$ cat config.mk
export PLATFORM = sky130hd
export DESIGN_NAME = lsm_sequencer
export DESIGN_NICKNAME = d
export VERILOG_FILES = /design/src/rtl/lsm_sequencer.sv
export SDC_FILE = /design/constraint.sdc
export NUM_CORES = 1
export LEC_CHECK = 0
export CAP_MARGIN = 20
export CORE_ASPECT_RATIO = 1.75
export CORE_MARGIN = 4
export CORE_UTILIZATION = 60
export DETAILED_ROUTE_END_ITERATION = 6
export DONT_BUFFER_PORTS = 1
export PLACE_DENSITY = 0.84
export SKIP_LAST_GASP = 1
export SLEW_MARGIN = 10
export SYNTH_ARGS = -nofsm -noshare
export SYNTH_HDL_FRONTEND = slang
export SYNTH_SLANG_ARGS = --single-unit
$ cat constraint.sdc
create_clock -name clk -period 3.4 [get_ports clk]
set_clock_uncertainty 0.15 [all_clocks]
set_input_delay 0.17 -clock clk [delete_from_list [all_inputs] [get_ports clk]]
set_output_delay 0.17 -clock clk [all_outputs]
set_load 0.01 [all_outputs]
$ cat src/rtl/lsm_sequencer.sv
// Load/store-multiple sequencer: walks a register mask and moves each selected
// register to or from consecutive memory words, one access at a time.
module lsm_sequencer #(
    parameter  int NREG = 8,
    parameter  int AW   = 16,
    parameter  int DW   = 16,
    localparam int RW   = $clog2(NREG),
    localparam int CW   = $clog2(NREG + 1)
) (
    input  logic            clk,
    input  logic            proc_rst,
    input  logic            start,
    input  logic            mode,
    input  logic            dir,
    input  logic [NREG-1:0] reg_mask,
    input  logic [AW-1:0]   base_addr,
    input  logic            mem_ready,
    input  logic [DW-1:0]   mem_rdata,
    input  logic [DW-1:0]   rf_rdata,
    output logic            busy,
    output logic            done,
    output logic            mem_read,
    output logic            mem_write,
    output logic [AW-1:0]   mem_addr,
    output logic [DW-1:0]   mem_wdata,
    output logic [RW-1:0]   rf_raddr,
    output logic [RW-1:0]   rf_waddr,
    output logic            rf_wen,
    output logic [DW-1:0]   rf_wdata,
    output logic [CW-1:0]   count,
    output logic [AW-1:0]   final_addr
);

    // state  | meaning
    // IDLE   | waiting for start
    // SCAN   | pick next register index from the remaining mask
    // ACCESS | memory strobe held until mem_ready
    // DONE   | one-cycle done pulse, final_addr valid
    typedef enum logic [1:0] {
        S_IDLE   = 2'd0,
        S_SCAN   = 2'd1,
        S_ACCESS = 2'd2,
        S_DONE   = 2'd3
    } state_t;

    state_t          state_q;
    logic [NREG-1:0] mask_q;
    logic [AW-1:0]   ptr_q;
    logic            mode_q;
    logic            dir_q;
    logic [RW-1:0]   idx_q;
    logic [AW-1:0]   addr_q;
    logic            rd_q;
    logic            wr_q;
    logic            busy_q;
    logic            done_q;
    logic [CW-1:0]   count_q;
    logic [AW-1:0]   final_q;

    logic [RW-1:0]   idx_d;
    logic [NREG-1:0] mask_d;
    logic [AW-1:0]   ptr_d;

    // dir=0 picks the lowest set bit, dir=1 the highest
    function automatic logic [RW-1:0] pick_idx(input logic [NREG-1:0] m, input logic d);
        logic [RW-1:0] r;
        r = '0;
        if (!d) begin
            for (int i = NREG - 1; i >= 0; i--)
                if (m[i]) r = RW'(i);
        end else begin
            for (int i = 0; i < NREG; i++)
                if (m[i]) r = RW'(i);
        end
        return r;
    endfunction

    always_comb begin
        idx_d  = pick_idx(mask_q, dir_q);
        mask_d = mask_q & ~(NREG'(1) << idx_q);
        ptr_d  = dir_q ? (ptr_q - AW'(1)) : (ptr_q + AW'(1));
    end

    always_ff @(posedge clk) begin
        if (proc_rst) begin
            state_q <= S_IDLE;
            mask_q  <= '0;
            ptr_q   <= '0;
            mode_q  <= 1'b0;
            dir_q   <= 1'b0;
            idx_q   <= '0;
            addr_q  <= '0;
            rd_q    <= 1'b0;
            wr_q    <= 1'b0;
            busy_q  <= 1'b0;
            done_q  <= 1'b0;
            count_q <= '0;
            final_q <= '0;
        end else begin
            case (state_q)
                S_IDLE: begin
                    if (start) begin
                        mask_q  <= reg_mask;
                        ptr_q   <= base_addr;
                        mode_q  <= mode;
                        dir_q   <= dir;
                        count_q <= '0;
                        busy_q  <= 1'b1;
                        if (reg_mask == '0) begin
                            state_q <= S_DONE;
                            done_q  <= 1'b1;
                            final_q <= base_addr;
                        end else begin
                            state_q <= S_SCAN;
                            final_q <= '0;
                        end
                    end
                end
                S_SCAN: begin
                    idx_q   <= idx_d;
                    addr_q  <= ptr_q;
                    rd_q    <= ~mode_q;
                    wr_q    <= mode_q;
                    state_q <= S_ACCESS;
                end
                S_ACCESS: begin
                    if (mem_ready) begin
                        mask_q  <= mask_d;
                        ptr_q   <= ptr_d;
                        count_q <= count_q + CW'(1);
                        rd_q    <= 1'b0;
                        wr_q    <= 1'b0;
                        if (mask_d == '0) begin
                            state_q <= S_DONE;
                            done_q  <= 1'b1;
                            final_q <= ptr_d;
                        end else begin
                            state_q <= S_SCAN;
                        end
                    end
                end
                S_DONE: begin
                    done_q  <= 1'b0;
                    busy_q  <= 1'b0;
                    state_q <= S_IDLE;
                end
                default: state_q <= S_IDLE;
            endcase
        end
    end

    assign busy       = busy_q;
    assign done       = done_q;
    assign mem_read   = rd_q;
    assign mem_write  = wr_q;
    assign mem_addr   = addr_q;
    assign mem_wdata  = rf_rdata;
    assign rf_raddr   = idx_q;
    assign rf_waddr   = idx_q;
    // gated by reset so a completing load cannot write during the reset cycle
    assign rf_wen     = rd_q & mem_ready & ~proc_rst;
    assign rf_wdata   = mem_rdata;
    assign count      = count_q;
    assign final_addr = final_q;

endmodule
==> results of run 1 <==
cell usage in the layout (no fill, tap or decap), types with 15 or more instances in the layout:
cell,instances
a211oi_1,22
nand2_1,53
dlygate4sd3_1,28
nor2_1,69
dfxtp_1,71
nand3_1,19
o21ai_0,27
ha_1,15
a21oi_1,62
nor3_1,15
through the flow:
stage / std cells / hold WS [ns] / area [µm²]
floorplan: 541 / 0.156 / 4230
global placement: 561 / 0.0966 / 3960
detailed placement: 561 / 0.0968 / 3960
CTS: 606 / 0.0104 / 4560
global route: 606 / 0.0113 / 4560
finish: 606 / 0.0218 / 4560
worst max-delay path: cells and delay by family, from the launching register on:
kind | cells | cell delay, ns
AND/OR/NAND/NOR | 4 | 0.78
flip-flops | 1 | 0.77
AO/OA/AOI/OAI | 2 | 0.76
buffers and inverters | 1 | 0.56
power by group:
part	switching (mW)	internal (mW)	total, mW
Sequential	0.115	0.905	1.02
Combinational	0.315	0.206	0.521
Clock	0.350	0.568	0.918
Total	0.780	1.68	2.46
worst min path at each step:
stage / from / end / cells after the start / slack, ns
6_report: base_addr[0] / final_addr[0] / 2 / 0.02
4_1_cts: base_addr[4] / final_addr[4] / 2 / 0.01
3_3_place_gp: proc_rst / mem_addr[14] / 1 / 0.1
3_5_place_dp: proc_rst / mem_addr[14] / 1 / 0.1
2_1_floorplan: reg_mask[4] / mask_q[4] / 2 / 0.16
5_1_grt: base_addr[0] / final_addr[0] / 2 / 0.01
kinds of logic (layout without fill, tap and decap cells):
| kind of cell | Yosys count | count (layout) | synth area share [%] |
|---|---|---|---|
| mux | 5 | 5 | 1.18 |
| simple gates | 194 | 194 | 21.2 |
| buf+inv | 79 | 60 | 11.0 |
| flops | 71 | 71 | 33.6 |
| xor+xnor | 6 | 6 | 1.24 |
| fa+ha+maj | 16 | 16 | 4.91 |
| compound gates | 170 | 170 | 26.8 |
layer usage:
layer	up-vias	wire, µm	part of all wire [%]
li1	1870	-	-
met1	1874	4070	32
met2	217	6600	53
met3	65	813	6.5
met4	0	1050	8.4
met5	-	0	0
repair_timing:
action | in CTS | in global routing
endpoints found under the hold margin | 71 | 0
endpoints found under the setup margin | 0 | 0
hold buffers | 29 | 0
registers in the layout, indices dropped and copies added, names as in the netlist:
name        flops
mem_addr       16
ptr_q          16
mask_q          8
final_addr     16
mode_q          1
mem_read        1
rf_raddr        3
done            1
busy            1
mem_write       1
dir_q           1
count           4
state_q         2
layout make-up:
type / instances / area, µm² / area share [%]
Multi-Input combinational cell: 391 / 2340 / 51.4
Clock buffer: 11 / 233 / 5.11
Timing Repair Buffer: 35 / 365 / 8.02
Clock inverter: 5 / 58.8 / 1.29
Tap cell: 84 / 105 / 2.31
Inverter: 9 / 33.8 / 0.741
Sequential cell: 71 / 1420 / 31.2
==> results.sh, run 1 <==
export IMPL_ios=141
export IMPL_setup_tns_ns=0
export IMPL_cpPeakStageDelay_ns=0.77
export IMPL_ir_worst_vdd_uv=286
export IMPL_crit_path_top_delay_cell="dfxtp_1"
export IMPL_synth_cell_types=54
export IMPL_die_area_um2=8510
export IMPL_cp_data_required_time_ns=3.53
export IMPL_drc=0
export IMPL_r2r_start="rf_raddr[2]"
export IMPL_synth_most_common_cell="dfxtp_1"
export IMPL_r2r_end="final_addr[6]"
export IMPL_grtUsageMet3_pct=6.67
export IMPL_antenna_found_initial=0
export IMPL_ys_async_sr_fraction_pct=0
export IMPL_cts_resized=0
export IMPL_worst_slew_pin_slew_ns=0.850
export IMPL_crit_end="final_addr[6]"
export IMPL_grt_pass1_vias=4009
export IMPL_cp_max_fo=29
export IMPL_worst_slack_ns=0.296
export IMPL_clkSlewWorstSetupHoldPaths_ns=0.06
export IMPL_root_buffer="clkbuf_16"
export IMPL_die_width_um=71.5
export IMPL_synthTopCellsByCount="71 x dfxtp_1, 69 x nor2_1, 62 x a21oi_1, 53 x nand2_1, 36 x buf_4"
export IMPL_syn_area_per_cell_um2=7.81
export IMPL_grt_pass1_wl_um=19800
export IMPL_syn_to_final_growth_pct=7.81
export IMPL_fin_crit_ns=3.10
export IMPL_drv_slew=0
export IMPL_overflow=0
export IMPL_endpoint_kind="register"
export IMPL_num_antenna_cells=0
export IMPL_synth_main_ff_cell="dfxtp_1"
export IMPL_path_class="register to register"
export IMPL_core_area_um2=6860
export IMPL_worst_setup_path_start_kind="register"
export IMPL_die_height_um=119
export IMPL_num_rows=40
export IMPL_place_ws_ns=0.767
export IMPL_syn_area_um2=4230
export IMPL_drtPass1Iterations=5
export IMPL_utilization_pct=66.5
export IMPL_hp_class="input port to register"
export IMPL_tritoncts="built"
export IMPL_routed_wl_um=12500
export IMPL_top_usage_layer="met2"
export IMPL_met1_usage_pct=28.2
export IMPL_numCtsBuffers=9
export IMPL_start_util_pct=61.7
export IMPL_drtAntennaViolNets=0
export IMPL_reg2reg_slack_ns=0.30
export IMPL_p_leak_nw=1.65
export IMPL_hold_viol=0
export IMPL_vias_per_cell=6.64
export IMPL_timing_final_crit_share_pct=91.3
export IMPL_yosysSeqAreaShare_pct=33.6
export IMPL_met2_usage_pct=52.6
export IMPL_synth_seq_cells=71
export IMPL_status="finished clean"
export IMPL_power_mw=2.46
export IMPL_num_vias=4026
export IMPL_clock_latency_ns=0.33
export IMPL_synth_edff_count=0
export IMPL_clock_path_buffers=2
export IMPL_wl_per_cell_um=20.7
export IMPL_htreeDepth=3
export IMPL_rsz0062_at_grt="no"
export IMPL_final_setup_viol_count=0
export IMPL_max_freq_mhz=322
export IMPL_crit_chain="nor4b_1 > or3_1 > and4_4 > o21a_2 > nor2_1 > a211oi_2 > dlygate4sd3_1"
export IMPL_track_usage_pct=29.9
export IMPL_powerDensity_nw_per_um2=539
export IMPL_cts_setup_buffers=0
export IMPL_numClockSinks=71
export IMPL_nets=595
export IMPL_yosys_warnings=0
export IMPL_drive_above_1_share_pct=7.09
export IMPL_dp_hpwl_um=8620
export IMPL_crit_path_start="rf_raddr[2]"
export IMPL_synth_largest_area_cell="dfxtp_1"
export IMPL_place_gp_congestion=1.00
export IMPL_rr_worst_depth=7
export IMPL_synthCells=541
export IMPL_fill_cells=560
export IMPL_max_cap_violations=0
export IMPL_port_buffer_count=0
export IMPL_max_slew_margin_pct=43.1
export IMPL_synth_nets=619
export IMPL_ys_top_cells_by_area="dfxtp_1 34%, a21oi_1 7.3%, buf_4 6.4%"
export IMPL_arrival_ns=3.23
export IMPL_drtIter0Drc=305
export IMPL_synth_top_area_share_pct=33.6
export IMPL_grt_max_degree=73
Power figures use the tool's default switching activity.
==> run 2, diff against run 1 <==
Settings changed: ABC_AREA from default to 1.
==> results.sh, run 2 <==
export IMPL_status="finished with violations"
export IMPL_failed_checks="negative hold slack"
export IMPL_num_rows=41
export IMPL_cts_resized=0
export IMPL_timing_final_crit_share_pct=76.3
export IMPL_syn_to_final_growth_pct=7.42
export IMPL_synth_compound_area_share_pct=13.4
export IMPL_grt_pass1_wl_um=19500
export IMPL_fin_hold_ws_ns=-0.00974
export IMPL_synth_simple_area_share_pct=34.1
export IMPL_cp_max_fo=19
export IMPL_worst_slack_ns=0.804
export IMPL_hp_class="input port to register"
export IMPL_core_area_um2=7230
export IMPL_worst_setup_path_start_kind="register"
export IMPL_fin_crit_ns=2.60
export IMPL_cts_setup_buffers=0
export IMPL_rsz0062_at_grt="no"
export IMPL_yosysSeqAreaShare_pct=31.7
export IMPL_syn_area_per_cell_um2=6.32
export IMPL_drive_above_1_share_pct=4.60
export IMPL_seqPwrFrac_pct=37.1
export IMPL_drtAntennaViolNets=0
export IMPL_drtPass1Iterations=5
export IMPL_routed_wl_um=12100
export IMPL_place_ws_ns=0.967
export IMPL_tritoncts="built"
export IMPL_synth_main_ff_cell="dfxtp_1"
export IMPL_final_setup_viol_count=0
export IMPL_synthCells=710
export IMPL_synthAdderAreaFrac_pct=4.63
export IMPL_start_util_pct=62.0
export IMPL_utilization_pct=66.6
export IMPL_cp_data_required_time_ns=3.48
export IMPL_power_mw=3.05
export IMPL_stdcell_area_um2=4820
export IMPL_port_buffer_count=0
export IMPL_place_gp_congestion=0.905
export IMPL_synthTopCellsByCount="186 x nand2_1, 100 x nor2_1, 75 x inv_1, 71 x dfxtp_1, 57 x nand3_1"
export IMPL_die_width_um=73.4
export IMPL_synth_largest_area_cell="dfxtp_1"
export IMPL_die_area_um2=8980
export IMPL_mostFrequentLayoutCells="186 x nand2_1, 100 x nor2_1, 75 x inv_1"
export IMPL_p_leak_nw=2.34
export IMPL_synth_cell_types=32
export IMPL_synth_most_common_cell="nand2_1"
export IMPL_clock_path_buffers=2
export IMPL_max_slew_margin_pct=44.8
export IMPL_num_vias=4468
export IMPL_nets=768
export IMPL_clock_latency_ns=0.34
export IMPL_powerDensity_nw_per_um2=634
export IMPL_root_buffer="clkbuf_16"
export IMPL_pwr_share_clk_pct=34.7
export IMPL_arrival_ns=2.67
export IMPL_worst_slew_pin_slew_ns=0.828
export IMPL_grt_pass1_vias=4274
export IMPL_final_common_cell="nand2_1"
export IMPL_setup_tns_ns=0
export IMPL_synth_top_area_share_pct=31.7
export IMPL_synth_nets=788
export IMPL_dp_hpwl_um=8270
export IMPL_synth_seq_cells=71
export IMPL_track_usage_pct=27.6
export IMPL_synth_edff_count=0
export IMPL_endpoint_kind="register"
export IMPL_max_cap_violations=0
export IMPL_p_sw_mw=1.11
export IMPL_hold_viol=1
export IMPL_overflow=0
export IMPL_ys_async_sr_fraction_pct=0
export IMPL_synthMuxAreaShare_pct=0
export IMPL_drtIter0Drc=336
export IMPL_hold_buffers=28
export IMPL_p_comb_share_pct=28.2
export IMPL_max_freq_mhz=385
export IMPL_htreeDepth=3
export IMPL_num_antenna_cells=0
export IMPL_syn_area_um2=4490
export IMPL_dpl_cell_area_um2=4210
export IMPL_ios=141
export IMPL_p_int_mw=1.95
export IMPL_antenna_found_initial=0
export IMPL_ir_worst_vdd_uv=319
export IMPL_die_height_um=122
export IMPL_yosys_warnings=0
export IMPL_path_class="register to register"
export IMPL_wl_per_cell_um=15.5
export IMPL_sw_frac_of_total_pct=36.3
export IMPL_numCtsBuffers=9
export IMPL_numClockSinks=71
export IMPL_vias_per_cell=5.72
export IMPL_synth_xor_area_share_pct=0.390
export IMPL_drc=0
export IMPL_drv_slew=0
export IMPL_ys_top_cells_by_area="dfxtp_1 32%, nand2_1 16%, nor2_1 8.4%"
export IMPL_clkSlewWorstSetupHoldPaths_ns=0.06
export IMPL_synth_top_family_by_area="simple AND/OR/NAND/NOR gates"
export IMPL_grt_max_degree=62
## run 2: changes by cell type in the layout (fill, tap and decap cells not counted), sizes merged, moves of 9 or more
cell / before / now
nand2: 53 / 192
o21ai: 27 / 51
inv: 9 / 79
a211oi: 28 / 2
nor3: 15 / 2
nor2: 70 / 103
a311oi: 9 / 0
nand3: 19 / 57
a21oi: 62 / 41
## run 2: kinds of logic (layout without fill, tap and decap cells)
family / after synthesis / count (layout)
flops: 71 / 71
simple gates: 367 / 367
compound gates: 113 / 113
fa+ha+maj: 16 / 16
buf+inv: 141 / 126
xor+xnor: 2 / 2
## run 2: per-stage QoR
stage | hold WS, ns | instances
global route | 0.0156 | 781
floorplan | 0.183 | 710
detailed placement | 0.0955 | 737
global placement | 0.0934 | 737
CTS | 0.00170 | 781
finish | -0.00974 | 781
## run 2: layer usage
metal / global-route usage (%) / up-vias / wire (µm)
li1: - / 2190 / -
met1: 31.0 / 2065 / 4620
met2: 47.3 / 173 / 6340
met3: 6.89 / 40 / 832
met4: 14.2 / 0 / 344
met5: 0 / - / 0
## run 2: path summary, 6_finish.rpt
path | cells past startpoint | start | end | slack, ns
worst min register to register | 2 | mode_q | mem_write | 0.34
worst max-delay path | 6 | dir_q | ptr_q[1] | 0.80
worst min-delay path | 4 | base_addr[9] | final_addr[9] | -0.01
worst max register to register | 6 | dir_q | ptr_q[1] | 0.80
## run 2: critical path, cell delays in order, from the launching register on
cell	delay, ns
dfxtp_1	0.86
fa_1	0.55
nand2_1	0.10
nand2_1	0.06
nand2_1	0.08
a21oi_1	0.08
dlygate4sd3_1	0.59
## run 2: power groups by stage
stage | logic, mW | clock network, mW | registers (mW)
after CTS | 0.850 | 1.07 | 1.13
after global placement | 0.784 | 0 | 1.15
final | 0.861 | 1.06 | 1.13
after floorplan | 0.734 | 0 | 1.10
after global routing | 0.974 | 1.10 | 1.15
after detailed placement | 0.808 | 0 | 1.15
## run 2: cell type report
type                    count  area (µm²)
fillers                   641        2410
multi-input cells         498        2360
flip-flops and latches     71        1420
repair buffers             32         310
inverters                  78         293
clock buffers              12         256
well taps                  86         108
clock inverters             4        76.3
==> run 3, diff against run 2 <==
Settings changed: ABC_AREA 1 to 0, CORE_UTILIZATION 60 to 58.
Clock period 3.4 ns to 2.1 ns, I/O delays scaled along.
==> results.sh, run 3 (same netlist as run 1, synthesis figures left out) <==
export IMPL_final_common_cell="buf_4"
export IMPL_drtIter0Drc=463
export IMPL_grt_max_degree=61
export IMPL_routed_wl_um=16500
export IMPL_stdcell_area_um2=5850
export IMPL_top_usage_layer="met2"
export IMPL_r2r_start="dir_q"
export IMPL_min_from="base_addr[0]"
export IMPL_die_area_um2=8770
export IMPL_status="finished with violations"
export IMPL_wl_per_cell_um=23.5
export IMPL_cp_max_fo=7
export IMPL_seqPwrFrac_pct=34.1
export IMPL_clock_latency_ns=0.34
export IMPL_num_antenna_cells=0
export IMPL_fill_cells=412
export IMPL_min_to="final_addr[0]"
export IMPL_hp_class="input port to register"
export IMPL_dpl_cell_area_um2=4590
export IMPL_syn_to_final_growth_pct=38.4
export IMPL_cp_data_required_time_ns=2.17
export IMPL_holdPathStages=2
export IMPL_place_inst=634
export IMPL_grt_pass1_vias=4717
export IMPL_grtUsageMet3_pct=8.37
export IMPL_fin_crit_ns=2.40
export IMPL_rsz0062_at_grt="yes"
export IMPL_tritoncts="built"
export IMPL_ios=141
export IMPL_clock_path_buffers=2
export IMPL_worst_setup_path_start_kind="register"
export IMPL_drtPass1Iterations=5
export IMPL_reg2reg_slack_ns=-0.30
export IMPL_arrival_ns=2.47
export IMPL_core_area_um2=7010
export IMPL_drtAntennaViolNets=0
export IMPL_numClockSinks=71
export IMPL_drc=0
export IMPL_num_rows=40
export IMPL_drive_above_1_share_pct=29.8
export IMPL_dp_hpwl_um=9590
export IMPL_max_cap_violations=0
export IMPL_rr_worst_depth=7
export IMPL_max_freq_mhz=417
export IMPL_htreeDepth=3
export IMPL_p_sw_mw=1.51
export IMPL_layout_cells_non_filler=702
export IMPL_failed_checks="negative setup slack"
export IMPL_num_vias=4786
export IMPL_clkSlewWorstSetupHoldPaths_ns=0.06
export IMPL_grt_pass1_wl_um=24200
export IMPL_sw_frac_of_total_pct=31.7
export IMPL_port_buffer_count=0
export IMPL_r2r_end="final_addr[8]"
export IMPL_p_leak_nw=2.23
export IMPL_mostFrequentLayoutCells="79 x buf_4, 66 x nor2_1, 64 x dfxtp_1"
export IMPL_setup_tns_ns=-3.91
export IMPL_path_class="register to register"
export IMPL_p_comb_share_pct=29.3
export IMPL_start_util_pct=60.3
export IMPL_drv_slew=0
export IMPL_met2_usage_pct=62.2
export IMPL_hold_viol=0
export IMPL_endpoint_kind="register"
export IMPL_max_slew_margin_pct=68.5
export IMPL_powerDensity_nw_per_um2=814
export IMPL_p_int_mw=3.25
export IMPL_numCtsBuffers=9
export IMPL_antenna_found_initial=0
export IMPL_timing_final_crit_share_pct=114
export IMPL_met1_usage_pct=34.5
export IMPL_root_buffer="clkbuf_16"
export IMPL_die_width_um=72.5
export IMPL_overflow=0
export IMPL_nets=691
export IMPL_track_usage_pct=36.3
export IMPL_pwr_share_clk_pct=36.6
export IMPL_worst_slew_pin_slew_ns=0.471
export IMPL_final_setup_viol_count=24
export IMPL_worst_slack_ns=-0.301
export IMPL_ir_worst_vdd_uv=577
export IMPL_vias_per_cell=6.82
export IMPL_fin_hold_ws_ns=0.00125
export IMPL_die_height_um=121
export IMPL_place_gp_congestion=0.974
-- run 3: cell types whose count changed in the layout (fill, tap and decap cells not counted), moves of 10 or more --
cell	before	now
a211oi_1	2	15
a211oi_2	0	13
buf_4	4	79
dlygate4sd3_1	28	42
ha_1	15	5
inv_1	75	9
nand2_1	186	50
nand3_1	57	17
nor2_1	100	66
nor3_1	2	13
o21ai_0	50	20
-- run 3: worst max-delay path by stage --
stage          slack (ns)   from  cells after the start        endpoint
2_1_floorplan       -0.18  dir_q                      8  final_addr[12]
3_3_place_gp        -0.23  dir_q                      8       ptr_q[15]
3_5_place_dp        -0.22  dir_q                      8  final_addr[15]
4_1_cts             -0.20  dir_q                      7   final_addr[8]
5_1_grt             -0.35  dir_q                      7   final_addr[8]
6_report            -0.30  dir_q                      7   final_addr[8]
-- run 3: area by class of cell --
type / instances / area (µm²) / share of cell area, %
inverters: 9 / 33.8 / 0.577
well taps: 84 / 105 / 1.80
clock inverters: 5 / 77.6 / 1.33
clock buffers: 11 / 264 / 4.51
flip-flops and latches: 71 / 1440 / 24.6
repair buffers: 131 / 1190 / 20.4
multi-input cells: 391 / 2740 / 46.9
-- run 3: worst max-delay path: stages (launching register included) --
cell and delay, ns:
dfxtp_4 0.39, fa_2 0.36, a21o_1 0.23, a311o_1 0.33, a21o_1 0.23, a21oi_2 0.17
mux2i_2 0.29, a311oi_1 0.12
-- run 3: layer usage --
layer  wire, µm  vias up
li1           -     2070
met2       8320      346
met5          0        -
met1       5200     2248
met4       1670        0
met3       1310      122
-- run 3: power by group through the flow --
stage / combinational (mW) / sequential (mW) / clock, mW
detailed placement: 1.04 / 1.63 / 0
floorplan: 0.726 / 1.60 / 0
finish: 1.40 / 1.62 / 1.74
global route: 1.49 / 1.63 / 1.80
CTS: 1.23 / 1.61 / 1.73
global placement: 1.01 / 1.63 / 0
-- run 3: through the flow --
stage | util, % | power, mW | setup slack, ns
after floorplan | - | 2.33 | -0.178
after global placement | 65.5 | 2.64 | -0.234
after detailed placement | 65.5 | 2.67 | -0.221
after CTS | 80.5 | 4.57 | -0.200
after global routing | 83.5 | 4.92 | -0.352
final | 83.5 | 4.77 | -0.301
-- run 3: timing repair --
| action | CTS | global route |
|---|---|---|
| buffers inserted | 5 | 4 |
| gates resized for setup | 40 | 38 |
| endpoints found under the hold margin | 71 | 0 |
| cloned | 0 | 1 |
| pin swaps | 20 | 20 |
| setup endpoints to repair | 23 | 35 |
| hold buffers | 43 | 0 |
